--- src/rtl/stopwatch_ctrl_pkg.sv ---
// Shared definitions for the stopwatch control sequencer: status encodings,
// button slot indices and the seconds roll-over value.
package stopwatch_ctrl_pkg;

    // Status encodings as seen on the status port.
    typedef enum logic [1:0] {
        ST_IDLE  = 2'b00,
        ST_RUN   = 2'b01,
        ST_PAUSE = 2'b10,
        ST_FULL  = 2'b11
    } status_e;

    // Slot of each button in the conditioned button vector.
    localparam int unsigned BTN_START = 0;
    localparam int unsigned BTN_STOP  = 1;
    localparam int unsigned BTN_RESET = 2;
    localparam int unsigned BTN_COUNT = 3;

    // Last valid seconds value of the mm:ss counter.
    localparam int unsigned SEC_MAX = 59;

endpackage

--- src/rtl/stopwatch_ctrl_btn_debounce.sv ---
// One push-button conditioner: 2-flop synchroniser, stability debounce and a
// single-cycle pulse on each accepted press (0->1 of the debounced level).
module btn_debounce #(
    parameter int unsigned DEB_CYCLES = 1_000_000
) (
    input  logic clk,
    input  logic rst_n,
    input  logic btn_raw,
    output logic press
);

    localparam int unsigned CW = $clog2(DEB_CYCLES + 1);
    localparam logic [CW-1:0] CNT_LAST = CW'(DEB_CYCLES - 1);

    logic [1:0]    r_sync;
    logic          r_level;
    logic          r_level_d;
    logic [CW-1:0] r_cnt;

    // Synchronise, then accept the synced value only after it has disagreed
    // with the debounced level for DEB_CYCLES consecutive cycles.
    always_ff @(posedge clk or negedge rst_n) begin
        if (!rst_n) begin
            r_sync    <= '0;
            r_level   <= 1'b0;
            r_level_d <= 1'b0;
            r_cnt     <= '0;
        end else begin
            r_sync    <= {r_sync[0], btn_raw};
            r_level_d <= r_level;
            if (r_sync[1] == r_level) begin
                r_cnt <= '0;
            end else if (r_cnt == CNT_LAST) begin
                r_level <= r_sync[1];
                r_cnt   <= '0;
            end else begin
                r_cnt <= r_cnt + CW'(1);
            end
        end
    end

    // Release edges are deliberately dropped; only presses matter.
    assign press = r_level & ~r_level_d;

endmodule

--- src/rtl/stopwatch_ctrl.sv ---
// Stopwatch control sequencer: conditions the three buttons, runs the
// IDLE/RUNNING/PAUSED/FULL machine, and produces the 1 s count enable and the
// counter clear for the mm:ss datapath, saturating at MAX_MIN:59.
module stopwatch_ctrl
    import stopwatch_ctrl_pkg::*;
#(
    parameter int unsigned TICK_DIV   = 50_000_000,
    parameter int unsigned DEB_CYCLES = 1_000_000,
    parameter int unsigned MAX_MIN    = 99
) (
    input  logic       clk,
    input  logic       rst_n,
    input  logic       start_btn,
    input  logic       stop_btn,
    input  logic       reset_btn,
    input  logic [7:0] minutes,
    input  logic [5:0] seconds,
    output logic       tick_en,
    output logic       count_clr,
    output logic [1:0] status
);

    localparam int unsigned PW = $clog2(TICK_DIV);
    localparam logic [PW-1:0] PRE_LAST = PW'(TICK_DIV - 1);

    logic [BTN_COUNT-1:0] w_raw;
    logic [BTN_COUNT-1:0] w_press;

    status_e       r_state;
    status_e       w_state_next;
    logic [PW-1:0] r_presc;
    logic [PW-1:0] w_presc_next;
    logic          r_count_clr;
    logic          w_count_clr_next;
    logic          w_tick;
    logic          w_due;
    logic          w_sat;
    logic          w_reset_win;
    logic          w_stop_win;
    logic          w_start_win;

    assign w_raw[BTN_START] = start_btn;
    assign w_raw[BTN_STOP]  = stop_btn;
    assign w_raw[BTN_RESET] = reset_btn;

    genvar gi;
    generate
        for (gi = 0; gi < BTN_COUNT; gi++) begin : g_btn
            btn_debounce #(
                .DEB_CYCLES(DEB_CYCLES)
            ) u_deb (
                .clk    (clk),
                .rst_n  (rst_n),
                .btn_raw(w_raw[gi]),
                .press  (w_press[gi])
            );
        end
    endgenerate

    // Only one press acts per cycle: reset beats stop beats start.
    assign w_reset_win = w_press[BTN_RESET];
    assign w_stop_win  = w_press[BTN_STOP] & ~w_press[BTN_RESET];
    assign w_start_win = w_press[BTN_START] & ~w_press[BTN_STOP] & ~w_press[BTN_RESET];

    // A second boundary is due on the last prescaler count while running;
    // it is swallowed instead of advancing past MAX_MIN:59.
    assign w_due = (r_state == ST_RUN) && (r_presc == PRE_LAST);
    assign w_sat = (minutes == 8'(MAX_MIN)) && (seconds == 6'(SEC_MAX));

    // Next state, clear request, prescaler and tick decision.
    always_comb begin
        w_state_next     = r_state;
        w_count_clr_next = 1'b0;
        w_tick           = 1'b0;
        w_presc_next     = r_presc;
        if (r_state == ST_RUN) begin
            w_presc_next = (r_presc == PRE_LAST) ? '0 : r_presc + PW'(1);
        end
        if (w_reset_win) begin
            w_state_next     = ST_IDLE;
            w_count_clr_next = 1'b1;
        end else begin
            case (r_state)
                ST_IDLE: begin
                    if (w_start_win) begin
                        w_state_next = ST_RUN;
                        w_presc_next = '0;
                    end
                end
                ST_RUN: begin
                    if (w_due && w_sat) begin
                        w_state_next = ST_FULL;
                    end else begin
                        w_tick = w_due;
                        if (w_stop_win) begin
                            w_state_next = ST_PAUSE;
                        end
                    end
                end
                ST_PAUSE: begin
                    if (w_start_win) begin
                        w_state_next = ST_RUN;
                    end
                end
                default: begin
                    w_state_next = r_state;
                end
            endcase
        end
    end

    // State, prescaler and the registered clear pulse.
    always_ff @(posedge clk or negedge rst_n) begin
        if (!rst_n) begin
            r_state     <= ST_IDLE;
            r_presc     <= '0;
            r_count_clr <= 1'b0;
        end else begin
            r_state     <= w_state_next;
            r_presc     <= w_presc_next;
            r_count_clr <= w_count_clr_next;
        end
    end

    assign tick_en   = w_tick;
    assign count_clr = r_count_clr;
    assign status    = r_state;

endmodule
--- config.mk ---
export PLATFORM = sky130hd
export DESIGN_NAME = stopwatch_ctrl
export DESIGN_NICKNAME = d
export VERILOG_FILES = /design/src/rtl/stopwatch_ctrl_pkg.sv /design/src/rtl/stopwatch_ctrl_btn_debounce.sv /design/src/rtl/stopwatch_ctrl.sv
export SDC_FILE = /design/constraint.sdc
export NUM_CORES = 1
export LEC_CHECK = 0
export ABC_AREA = 1
export CAP_MARGIN = 20
export CORE_UTILIZATION = 56
export CTS_BUF_LIST = sky130_fd_sc_hd__clkbuf_4
export DETAILED_ROUTE_END_ITERATION = 7
export HOLD_SLACK_MARGIN = 0.03
export PLACE_DENSITY_LB_ADDON = 0.3
export REMOVE_ABC_BUFFERS = 1
export SYNTH_ARGS = -nofsm -noshare
export SYNTH_HDL_FRONTEND = slang
export SYNTH_SLANG_ARGS = --single-unit
--- constraint.sdc ---
create_clock -name clk -period 1.7 [get_ports clk]
set_input_delay 0.17 -clock clk [delete_from_list [all_inputs] [get_ports clk]]
set_output_delay 0.17 -clock clk [all_outputs]
set_load 0.01 [all_outputs]
== Yosys cells after proc, flatten, opt, wreduce, memory -nomap -nowiden ==
Cells that the tools add are included.
Widths: inputs -> output; s select.

* Register bits after elaboration: 101
* Bits of input ports: 19
* Logic and storage cells: 76

* Bitwise logic cells: 14
* Add/sub/neg operators: 4
* Muxes and demuxes: 20
* Eq/ne operators: 13
* Reductions and logical operators: 10

{| class="wikitable"
|+ Operators by type and width
! operator !! number
|-
| $mux 26 || 5
|-
| $mux 20 || 6
|-
| $add 20x1->20 const B || 3
|-
| $eq 20x20->1 const B || 3
|-
| $add 26x1->26 const B || 1
|-
| $eq 26x26->1 const B || 1
|-
| $eq 8x7->1 const B || 1
|-
| $mux 2 || 4
|-
| $not 1->1 || 8
|-
| $and 1x1->1 || 6
|-
| $eq 6x6->1 const B || 1
|-
| $reduce_and 2->1 || 3
|-
| $mux 1 || 4
|-
| $ne 4x2->1 const B || 1
|-
| $pmux 2 s2 || 1
|-
| $eq 1x1->1 || 3
|-
| $logic_and 1x1->1 || 3
|-
| $ne 3x1->1 const B || 1
|-
| $reduce_and 3->1 || 1
|-
| $reduce_bool 3->1 || 1
|-
| $eq 2x1->1 const B || 1
|-
| $eq 2x2->1 const B || 1
|-
| $logic_not 2->1 || 1
|-
| $reduce_or 2->1 || 1
|}

== Longest topological paths before layout ==
Gate-level depths: netlist (run 1).

* Depth in word-level cells: 8
* Gate-level depth with buffers: 11
* Gate-level depth less buffers: 10

== Cells and area by module ==
Synthesis (run 1) repeated with hierarchy kept, for this count alone.

* Cells, all modules: 739
* Area total of the unflattened synthesis: 5669.2 sq um

{| class="wikitable"
|+ Modules (own cells, without submodules)
! module !! cells an instance !! sequential area each (sq um) !! instances !! area each (sq um)
|-
| btn_debounce || 163 || 600.6 || 3 || 1293.7
|-
| stopwatch_ctrl || 250 || 725.7 || 1 || 1788.0
|}

== Least setup slack after synthesis (run 1) ==
Ideal clock, no wire load.

* Path kind: register to register
* Start point: register g_btn[0].u_deb.r_cnt[0]
* End point: register g_btn[0].u_deb.r_cnt[12]
* Data required time: 1577 ps
* Data arrival time: 1400 ps
* Setup time: 123 ps
* Slack: 178 ps
* Buffers on the path: 0
* Clock period less this slack: 1522 ps
* Cell stages (with the launch flop): 11
* Path through: dfrtp_1 ha_1 nand3_1 nor2_1 inv_1 nor2_1 inv_1 nor2_4 nand2_1 o21ai_0 nor2_1

* Cells in the longest elaborated chain, start to end: 3

{| class="wikitable"
|+ RTL lines
! what !! RTL line !! text
|-
| from (decl) || stopwatch_ctrl_btn_debounce.sv:18 || <nowiki>logic [CW-1:0] r_cnt;</nowiki>
|-
| from (signal assigned) || stopwatch_ctrl_btn_debounce.sv:37 || <nowiki>r_cnt <= r_cnt + CW'(1);</nowiki>
|-
| $add 20x1->20 or $eq 20x20->1 (tied branches) || stopwatch_ctrl_btn_debounce.sv:37, stopwatch_ctrl_btn_debounce.sv:33 ||
|-
| $mux 20 * || stopwatch_ctrl_btn_debounce.sv:33 || <nowiki>end else if (r_cnt == CNT_LAST) begin</nowiki>
|-
| $mux 20 * || stopwatch_ctrl_btn_debounce.sv:31 || <nowiki>if (r_sync[1] == r_level) begin</nowiki>
|}

Mark *: on every way between the ends. The rest lies on a longest branch, timed or not.
A chain may end at the register's enable or synchronous reset.

== Worst setup path after layout (run 1) ==
* Start point: register r_presc[9]
* End point: output port tick_en

* Cells in the longest elaborated chain, start to end: 6

{| class="wikitable"
|+ RTL lines
! what !! RTL line !! text
|-
| from (decl) || stopwatch_ctrl.sv:31 || <nowiki>logic [PW-1:0] r_presc;</nowiki>
|-
| from (signal assigned) || stopwatch_ctrl.sv:120 || <nowiki>r_presc <= w_presc_next;</nowiki>
|-
| $eq 26x26->1 * || stopwatch_ctrl.sv:67 || <nowiki>assign w_due = (r_state == ST_RUN) && (r_presc == PRE_LAST);</nowiki>
|-
| $logic_and 1x1->1 * || stopwatch_ctrl.sv:67 ||
|-
| $logic_and 1x1->1 || stopwatch_ctrl.sv:91 || <nowiki>if (w_due && w_sat) begin</nowiki>
|-
| $mux 1 * || stopwatch_ctrl.sv:91 ||
|-
| $mux 1 * || stopwatch_ctrl.sv:83 || <nowiki>case (r_state)</nowiki>
|-
| $mux 1 * || stopwatch_ctrl.sv:79 || <nowiki>if (w_reset_win) begin</nowiki>
|-
| to (decl) || stopwatch_ctrl.sv:18 || <nowiki>output logic tick_en,</nowiki>
|}

Marks and branches as above.

==> impl_results.md, run 1 <==
* M1 WL at 5.069 mm
* Clock latency at the later pin of the worst-skew pair at 0.46 ns
* Clock Root Buffer: clkbuf_4
* Yosys top cell area share at 0.4856
* CTS tree: yes
* RSZ-0062 raised after global routing: true
* Lkg Pwr at 0.002966 uW
* Worst Tran Pin Value at 0.4838 ns
* Pre-CTS WS at -0.1595 ns
* Synth area leaders: dfrtp_1, nor2_1, nand2_1
* Crit-path max FO at 2
* Met2 wire len at 5.669 mm
* Die Span X at 98.41 um
* Failing checks: setup timing
* Clk pin slew, worst setup/hold paths at 0.16 ns
* Crit path required time at 1.53 ns
* DR WL/cell at 12.64 um
* Via count at 4593
* Ys Warns at 0
* Layout cells sized above 1 at 0.1895
* Setup crit end kind: output pin
* H-tree depth at 3
* Die Y at 98.41 um
* Yosys reg bits at 101
* Power per cell area at 643.4 nW/um2
* Row count at 34
* MaxCap Viol Count at 0
* Final min period at 1.798 ns
* Clock Skew at 0.02187 ns
* HP Class: in2async
* Initial antenna violation count at 0
* Area grow syn2layout at 23.25%
* Clock sink count at 101
* Multiplexer share of the synthesized area at 0
* Synth Area in Adders at 0.009615
* Final global-route overflow total at 0
* Cell area after layout at 6415 um2
* DR iter-0 viols at 237
* Fillers at 676
* Overall Global Routing Usage at 0.2484
* Synth Area in Compound Gates at 0.05361
* CP Launch Type: register
* Number of placed I/O pins at 23
* CP Class: reg2out
* Power, Total at 4127 uW
* GP Congestion at 0.8861
* Instance count of the mapped netlist at 669
* Post-route ant nets at 0
* Reg-to-reg setup timing slack at 0.05 ns
* # DRC at 0
* Seq/Total Area, Yosys at 0.4856
* Main combinational cell family by area after synthesis: simple AND/OR/NAND/NOR gates
* Setup violators final at 1
* # diodes at 0
* DR top layer: met4
* Dpl hpwl at 7.960 mm
* Nets at 799
* Final Hold Viols at 0
* Dpl cell area at 5992 um2
* Status: finished with violations
* Syn avg cell area at 7.780 um2
* Vias in the first global route at 4664
* First-pass DRT Iterations at 6
* First-pass GRT wire length at 19.55 mm
* Starting density of the core at 0.5882
* Peak supply drop at 0.5624 mV
* Vias per cell at 5.166
* XOR/XNOR Fraction of Synth Area at 0.05216
* CP arrival at 1.63 ns
* Die area at 9685 um2
* Core Box Area at 8848 um2
* Final WS setup at -0.09850 ns
* Largest area contributor in the netlist: dfrtp_1
* # port buffers at 22
* Clock buffer depth at 2
* Synth unique cells at 32
* Max Freq at 556.0 MHz
* Routed wire length at 11.24 mm
* Final worst-path cycle share at 1.058
* Pins over their slew limit at 0
* Max-slew headroom at 0.6775
* Largest net degree at the start of global routing at 89
* Simple-gate share of the synthesized area at 0.3315
* Worst hold slack at 0.07979 ns
* Mapped Area at 5205 um2
* DR WL met3 at 306 um
* TritonCTS Buffers at 9
[Yosys cell counts, drive strengths merged]
master / count
a211oi: 2
a21oi: 32
a31oi: 3
buf: 3
dfrtp: 101
ha: 4
inv: 88
nand2: 143
nand3: 47
nand3b: 4
nand4: 8
nor2: 151
nor3: 31
nor3b: 2
nor4: 2
o211ai: 1
o21ai: 14
o31ai: 1
or2: 1
xnor2: 8
xor2: 23
[what timing repair did]
action | 4_1_cts | 5_1_grt
resized for setup | 9 | 39
hold endpoints to repair | 101 | 0
hold buffers | 1 | 0
setup buffers | 3 | 14
pin swaps | 2 | 13
endpoints found under the setup margin | 2 | 67
[report_power, final]
| group | switching [uW] | internal [uW] |
|---|---|---|
| clock network | 862 | 632 |
| registers | 17.0 | 2430 |
| logic | 105 | 82.9 |
[stage by stage]
step,utilization,std cells,setup TNS (ns)
2_1_floorplan,-,666,0
3_3_place_gp,0.6772,855,-0.09598
3_5_place_dp,0.6772,855,-0.1664
4_1_cts,0.7021,875,-0.1524
5_1_grt,0.7250,889,-0.5544
6_report,0.7250,889,-0.09850
[cells in the final DEF, fill, tap and decap left out, types with 5 or more instances in the layout]
| cell | count |
|---|---|
| nor2_1 | 131 |
| nor3_1 | 26 |
| nand3_2 | 5 |
| o21ai_0 | 9 |
| o21ai_1 | 5 |
| a21oi_1 | 32 |
| clkbuf_4 | 9 |
| inv_1 | 79 |
| nor2_2 | 11 |
| clkdlybuf4s50_1 | 18 |
| nand2_1 | 133 |
| inv_2 | 8 |
| nor2_4 | 8 |
| nand2_2 | 9 |
| xnor2_1 | 8 |
| nand3_1 | 40 |
| nand4_1 | 8 |
| buf_4 | 76 |
| dfrtp_1 | 101 |
| xor2_1 | 23 |
[cell type report]
type | count | area, um2 | area share
Sequential cell | 101 | 2527 | 0.3940
Clock buffer | 9 | 67.56 | 0.01053
Multi-Input combinational cell | 477 | 2431 | 0.3790
Clock inverter | 7 | 113.9 | 0.01775
Timing Repair Buffer | 99 | 807.0 | 0.1258
Inverter | 88 | 332.8 | 0.05188
Tap cell | 108 | 135.1 | 0.02107
[kinds of logic (layout without fill, tap and decap cells)]
group,Yosys count,after routing
AND/OR/NAND/NOR,389,389
adder cells (fa/ha/maj),4,4
buffers and inverters,91,203
AO/OA/AOI/OAI,53,53
flip-flops,101,101
XOR/XNOR,31,31
[path summary, 6_finish.rpt]
path / from / to / cells past startpoint
worst max-delay path: r_presc[9] / tick_en / 8
worst min-delay path: rst_n / r_presc[14] / 2
worst max register to register: g_btn[1].u_deb.r_cnt[0] / g_btn[1].u_deb.r_level / 8
worst min register to register: g_btn[1].u_deb.r_sync[0] / g_btn[1].u_deb.r_sync[1] / 0
max in group asynchronous: rst_n / g_btn[2].u_deb.r_cnt[0] / 3
min in group clk: start_btn / g_btn[0].u_deb.r_sync[0] / 1
[state kept, by name, indices dropped and copies added (netlist names)]
name,flops
count_clr,1
g_btn.u_deb.r_cnt,60
g_btn.u_deb.r_level,3
g_btn.u_deb.r_level_d,3
g_btn.u_deb.r_sync,6
r_presc,26
status,2
[worst max-delay path, stage by stage, from the launching register on]
cell	delay, ns
dfrtp_1	0.43
inv_2	0.07
nand2_1	0.06
nor2_1	0.10
nand2_1	0.07
nor2_2	0.14
nand2_2	0.08
nor3_2	0.10
buf_2	0.15
[per-layer routing]
metal  vias up  track usage
li1       2331            -
met1      2158       0.3087
met2        87       0.4426
met3        17      0.03121
met4         0      0.09874
met5         -            0
No activity file was read; power rests on OpenSTA's default activity.
==> run 2: changes to the inputs <==
- CTS_CLUSTER_DIAMETER: default -> 80
==> results of run 2 <==
No change in the layout: final DEF, timing and power equal those of run 1.
